### config.mk
export PLATFORM = sky130hd
export DESIGN_NAME = pb_gesture_decode
export DESIGN_NICKNAME = d
export VERILOG_FILES = /design/src/rtl/pb_gesture_decode.sv
export SDC_FILE = /design/constraint.sdc
export NUM_CORES = 1
export LEC_CHECK = 0
export ABC_AREA = 1
export BUFFER_PORTS_ARGS = -buffer_cell sky130_fd_sc_hd__buf_2
export CAP_MARGIN = 10
export CELL_PAD_IN_SITES_DETAIL_PLACEMENT = 0
export CELL_PAD_IN_SITES_GLOBAL_PLACEMENT = 1
export CORE_UTILIZATION = 44
export CTS_CLUSTER_SIZE = 20
export DETAILED_ROUTE_END_ITERATION = 12
export PLACE_DENSITY = 0.85
export SYNTH_ARGS = -nofsm -noshare
export SYNTH_HDL_FRONTEND = slang
export SYNTH_SLANG_ARGS = --single-unit
### constraint.sdc
create_clock -name clk -period 2.2 [get_ports clk]
set_clock_uncertainty 0.1 [all_clocks]
set_input_delay 0.33 -clock clk [delete_from_list [all_inputs] [get_ports clk]]
set_output_delay 0.33 -clock clk [all_outputs]
set_load 0.02 [all_outputs]
### src/rtl/pb_gesture_decode.sv
// Groups button releases separated by less than an inactivity window into a
// press-count gesture and offers the count downstream over valid/ready.
//
//   state | meaning
//   IDLE  | no gesture in progress
//   COUNT | gesture open, counting releases, window timer running
//   EMIT  | gesture complete, cmd offered and held until accepted
module pb_gesture_decode #(
    parameter int WIN_CYC   = 1_000_000,
    parameter int MAX_PRESS = 3
) (
    input  logic       clk,
    input  logic       rst_n,
    input  logic       released,
    output logic [1:0] cmd,
    output logic       cmd_vld,
    input  logic       cmd_rdy,
    output logic       dropped
);

    localparam int              TW         = (WIN_CYC > 2) ? $clog2(WIN_CYC) : 1;
    localparam logic [TW-1:0]   TIMER_LAST = TW'(WIN_CYC - 1);
    localparam logic [1:0]      COUNT_MAX  = 2'(MAX_PRESS);

    typedef enum logic [1:0] {
        IDLE  = 2'd0,
        COUNT = 2'd1,
        EMIT  = 2'd2
    } state_t;

    state_t        state_q, state_d;
    logic [TW-1:0] timer_q, timer_d;
    logic [1:0]    count_q, count_d;
    logic [1:0]    cmd_d;
    logic          cmd_vld_d;
    logic          dropped_d;

    always_ff @(posedge clk or negedge rst_n) begin
        if (!rst_n) begin
            state_q <= IDLE;
            timer_q <= '0;
            count_q <= 2'd0;
            cmd     <= 2'd0;
            cmd_vld <= 1'b0;
            dropped <= 1'b0;
        end else begin
            state_q <= state_d;
            timer_q <= timer_d;
            count_q <= count_d;
            cmd     <= cmd_d;
            cmd_vld <= cmd_vld_d;
            dropped <= dropped_d;
        end
    end

    always_comb begin
        state_d   = state_q;
        timer_d   = timer_q;
        count_d   = count_q;
        cmd_d     = cmd;
        cmd_vld_d = cmd_vld;
        dropped_d = 1'b0;

        case (state_q)
            IDLE: begin
                if (released) begin
                    state_d = COUNT;
                    count_d = 2'd1;
                    timer_d = '0;
                end
            end

            COUNT: begin
                if (released) begin
                    // Releases past saturation still restart the window.
                    timer_d = '0;
                    if (count_q < COUNT_MAX) begin
                        count_d = count_q + 2'd1;
                    end
                end else if (timer_q == TIMER_LAST) begin
                    state_d   = EMIT;
                    cmd_d     = count_q;
                    cmd_vld_d = 1'b1;
                end else begin
                    timer_d = timer_q + 1'b1;
                end
            end

            EMIT: begin
                if (cmd_rdy) begin
                    cmd_vld_d = 1'b0;
                    if (released) begin
                        // Accepting edge doubles as the first press of the next gesture.
                        state_d = COUNT;
                        count_d = 2'd1;
                        timer_d = '0;
                    end else begin
                        state_d = IDLE;
                    end
                end else if (released) begin
                    dropped_d = 1'b1;
                end
            end

            default: begin
                state_d   = IDLE;
                cmd_vld_d = 1'b0;
            end
        endcase
    end

endmodule
======== Word level (Yosys, flattened, before mapping) ========
Cells that the tools add are included.
storage, ports and cells
  register bits ........................... 28
  bits of input ports ..................... 4
operators by class
  add/subtract/negate cells ............... 2
  $lt $le $gt $ge ......................... 1
  eq/ne operators ......................... 10
  muxes and demuxes ....................... 23
  bitwise logic cells ..................... 2
  reductions and logical operators ........ 7
operators by type and width
  cell                   count
  $mux 20                4
  $pmux 20 s3            1
  $add 20x1->20 const B  1
  $eq 20x20->1 const B   1
  $mux 2                 8
  $ne 2x2->1 const B     6
  $pmux 2 s3             2
  $reduce_and 4->1       3
  $mux 1                 7
  $reduce_and 3->1       2
  $ne 3x3->1 const B     1
  $pmux 1 s3             1
  $reduce_bool 3->1      1
  $add 2x1->2 const B    1
  $eq 2x1->1 const B     1
  $eq 2x2->1 const B     1
  $logic_not 2->1        1
  $lt 2x2->1 const B     1
  $not 1->1              2

======== Logic depth before layout (Yosys ltp) ========
  depth in word-level cells ............... 4
  gate-level depth with buffers ........... 11
  depth with buffers taken out ............ 10

======== Worst setup path after synthesis ========
OpenSTA, ideal clock, no wires.
  path kind ............................... reg-to-reg
  from .................................... reg timer_q[0]
  to ...................................... reg timer_q[12]
  data arrival time ....................... 1,273 ps
  required time ........................... 1,983 ps
  setup slack ............................. 711 ps
  stages on the path, launching flop included .. 9
  clock period less this slack ............ 1,489 ps
  cells stage by stage .................... dfrtp_1 ha_1 nand3_2 inv_2 nand2_1 nor2_1 or2_2 nand3_1 nand2_1
between the ends
  word-level cells in the longest chain between the ends .. 4
  elaborated cells on any way between the ends .. 7
  classes of those cells .................. add/sub (1); eq/ne (2); mux (3); reduce/logical (1)
ends and longest elaborated chain
  item                    RTL line  text
  start, declared         32        logic [TW-1:0] timer_q, timer_d;
  start signal, assigned  48        timer_q <= timer_d;
  $add 20x1->20           85        timer_d = timer_q + 1'b1;
  $mux 20                 80        end else if (timer_q == TIMER_LAST) begin
  $mux 20                 74        if (released) begin
  $pmux 20 s3             64        case (state_q)
Parallel ways exist; a longest one is shown, timed or not. The select of a mux whose other input is x is not followed.
A chain may end at the register's enable or synchronous reset.

======== Worst setup path in the final report ========
  from .................................... reg timer_q[0]
  to ...................................... reg timer_q[16]
Same word-level chain as after synthesis.

==> flow_metrics.tcl <==
set metrics [dict create \
    yosys.cell_count.top_type "nand2_1" \
    cp_slowest_stage_delay_ns 0.39 \
    antenna_found_initial 0 \
    grt_pass1_vias 1511 \
    min_period_over_period_pct 82.25 \
    cp_num_buf_inv 1 \
    yosysUniqueCellTypes 24 \
    io_buffers 7 \
    synthTopCellsByArea "dfrtp_1 (40%), nand2_1 (22%), nor2_1 (6.4%)" \
    yosysSeqAreaShare_pct 40.09 \
    synthCells 258 \
    dp_hpwl_um 2724 \
    pwr-share-comb_pct 9.2 \
    yosys_warnings 0 \
    ios 8 \
    synth-compound-area-share_pct 5.870 \
    setup_viol 0 \
    grt.total_usage_pct 20.52 \
    die-width_um 65.03 \
    cts_made_buffers 3 \
    muxShareOfSynthArea_pct 0 \
    hold_viol 0 \
    synth_top_family_by_area "simple AND/OR/NAND/NOR gates" \
    endpoint_kind "flop" \
    synth_fa_ha_area_share_pct 1.432 \
    ff2ff_path_depth 9 \
    fillers 397 \
    clock_path_buffers 2 \
    seqPwrFrac_pct 60.3 \
    critPathArrivalTime_ns 1.93 \
    cpMaxStageDelayCell "dfrtp_1" \
    synthArstFlopShare_pct 100.0 \
    clk_pin_slew_ns 0.09 \
    root_buffer "clkbuf_8" \
    yosysTopAreaCell "dfrtp_1" \
    row_count 22 \
    synthToLayoutAreaGrowth_pct 7.373 \
    multi_input_area_um2 894.6 \
    ir_worst_vdd_mv 0.2461 \
    viasPerCell 4.797 \
    setup_ws_ns 0.3904 \
    drive_gt1_share_pct 10.11 \
    fin_setup_tns_ns 0 \
    maxCapViolCount 0 \
    fp.dieArea_um2 4229 \
    fin_util_pct 50.13 \
    synth.avg_cell_area_um2 6.775 \
    start_util_pct 46.69 \
    crit_required_ns 2.32 \
    regArea_um2 700.7 \
    netlist_area_um2 1748 \
    wire_per_inst_um 11.65 \
    path_cells "ha_1 > nand3_2 > inv_2 > nand3_2 > nor2_4 > nand2_2 > nand2_2 > nand2_1 > nand2_1" \
    grt_max_degree 29 \
    powerDensity_nw_per_um2 489.5 \
    crit_fanout 20 \
    fin_cells 315 \
    ant_nets 0 \
    hold_depth 3 \
    cts_num_sinks 28 \
    dpl_worst_slack_ns 0.3994 \
    globalplace.congestion 0.8040 \
    path_delay_family "simple AND/OR/NAND/NOR gates" \
    core_area_um2 3744 \
    insertedDiodeCount 0 \
    maxClockFrequency_ghz 0.5526 \
    first_iter_violations 65 \
    syn-num-nets 264 \
    synth_flop_cell "dfrtp_1" \
    path_class "reg2reg" \
    drcViolationCount 0 \
    yosys_register_bits 28 \
    final_nets 275 \
    drtPass1Iterations 4 \
    hold_buffers 1 \
    cts_tree "yes" \
    ctsResizeCount 0 \
    cp.depth 9 \
    fp.dieH_um 65.03 \
    p_clk_share_pct 30.5 \
    status "completed" \
    grt_setup_unrepaired "no" \
    p_sw_w 0.0002267 \
    clk-insertion-delay-late_ns 0.27 \
    wl_um 3671 \
    min_period_ns 1.810 \
    synth_edf_count 0 \
    synth-simple-area-share_pct 42.38 \
    num_vias 1511 \
    p_int_w 0.0006919 \
    leakage_nw 0.9933 \
    yosys-top-cells-count "nand2_1 (103), nor2_1 (30), dfrtp_1 (28)" \
    slew_headroom_pct 57.12 \
    overflow 0 \
    grt_first_pass_wirelength_um 6686 \
    hp-class "in2reg" \
    worstSetupStartpointType "flop" \
    final_max_slew_viol_count 0 \
    p_sw_share_pct 24.68 \
    synth_top_cell_area_share_pct 40.09 \
    worstMarginPinSlew_ns 0.6432 \
    htree_levels 1 \
    placed_cells 311 \
    synth_xor_xnor_area_share_pct 1.503 \
    post_cts_buffers 0 \
]
[sequential cells by signal, indices dropped and copies added (netlist names)]
register,cells
cmd,2
state_q,2
dropped,1
cmd_vld,1
timer_q,20
count_q,2
[layer usage]
metal,track usage (%),part of all wire (%)
met5,0,0
met4,4.891,1.0
met3,2.641,2.6
met2,33.46,42
met1,28.76,55
[cells by family after synthesis]
| logic type | after synthesis |
|---|---|
| DFF | 28 |
| adders and majority gates | 2 |
| buffers and inverters | 36 |
| AOI/OAI and AO/OA | 17 |
| xor gates and xnor gates | 3 |
| and+or+nand+nor | 172 |
[area by class of cell]
type	count	area share [%]
Clock buffer	3	2.200
Inverter	32	6.400
Multi-Input combinational cell	194	47.67
Timing Repair Buffer	10	3.200
Sequential cell	28	37.33
Tap cell	48	3.200
[final timing paths]
path,start,end,slack [ns]
setup / recovery,timer_q[0],timer_q[16],0.39
hold / removal,released,dropped,0.23
setup reg to reg,timer_q[0],timer_q[16],0.39
hold reg to reg,cmd_vld,cmd_vld,0.39
max in group asynchronous,rst_n,timer_q[5],1.07
min in group asynchronous,rst_n,timer_q[19],0.50
[per-stage QoR]
stage / hold WS [ns] / total power, W / area [um^2]
final: 0.2315 / 0.0009186 / 1877
after detailed placement: 0.3017 / 0.0006484 / 1826
after floorplan: -0.06559 / 0.0006136 / 1748
after CTS: 0.2251 / 0.0009307 / 1877
after global placement: 0.2896 / 0.0006481 / 1826
after global routing: 0.2440 / 0.0009714 / 1877
[worst min-delay path: cells and delay by family]
family	cells	cell delay [ns]
buffers and inverters	2	0.19
AND/OR/NAND/NOR	1	0.05
[placed cells by master, fill, tap and decap left out]
cell / instances
buf_4: 2
clkinv_1: 2
ha_1: 2
clkbuf_8: 3
nand4_1: 4
nand2_2: 4
or2_2: 3
nand3_2: 2
nand3b_1: 3
buf_2: 7
o211ai_1: 4
o21ai_0: 9
xor2_1: 2
o31ai_1: 1
a21oi_1: 1
nor3b_1: 1
nor2_1: 30
xnor2_1: 1
inv_1: 26
o21bai_1: 2
dlygate4sd3_1: 1
nor2_4: 2
inv_2: 4
nand2_1: 103
nand3_1: 20
dfrtp_1: 28
[power by group through the flow]
stage | sequential (W) | combinational (W) | clock (W)
after CTS | 0.000554 | 0.0000864 | 0.000291
after detailed placement | 0.000564 | 0.0000844 | 0
final | 0.000554 | 0.0000846 | 0.000280
after global routing | 0.000557 | 0.000106 | 0.000308
after floorplan | 0.000559 | 0.0000549 | 0
after global placement | 0.000562 | 0.0000858 | 0
(Power assumes the default switching activity.)
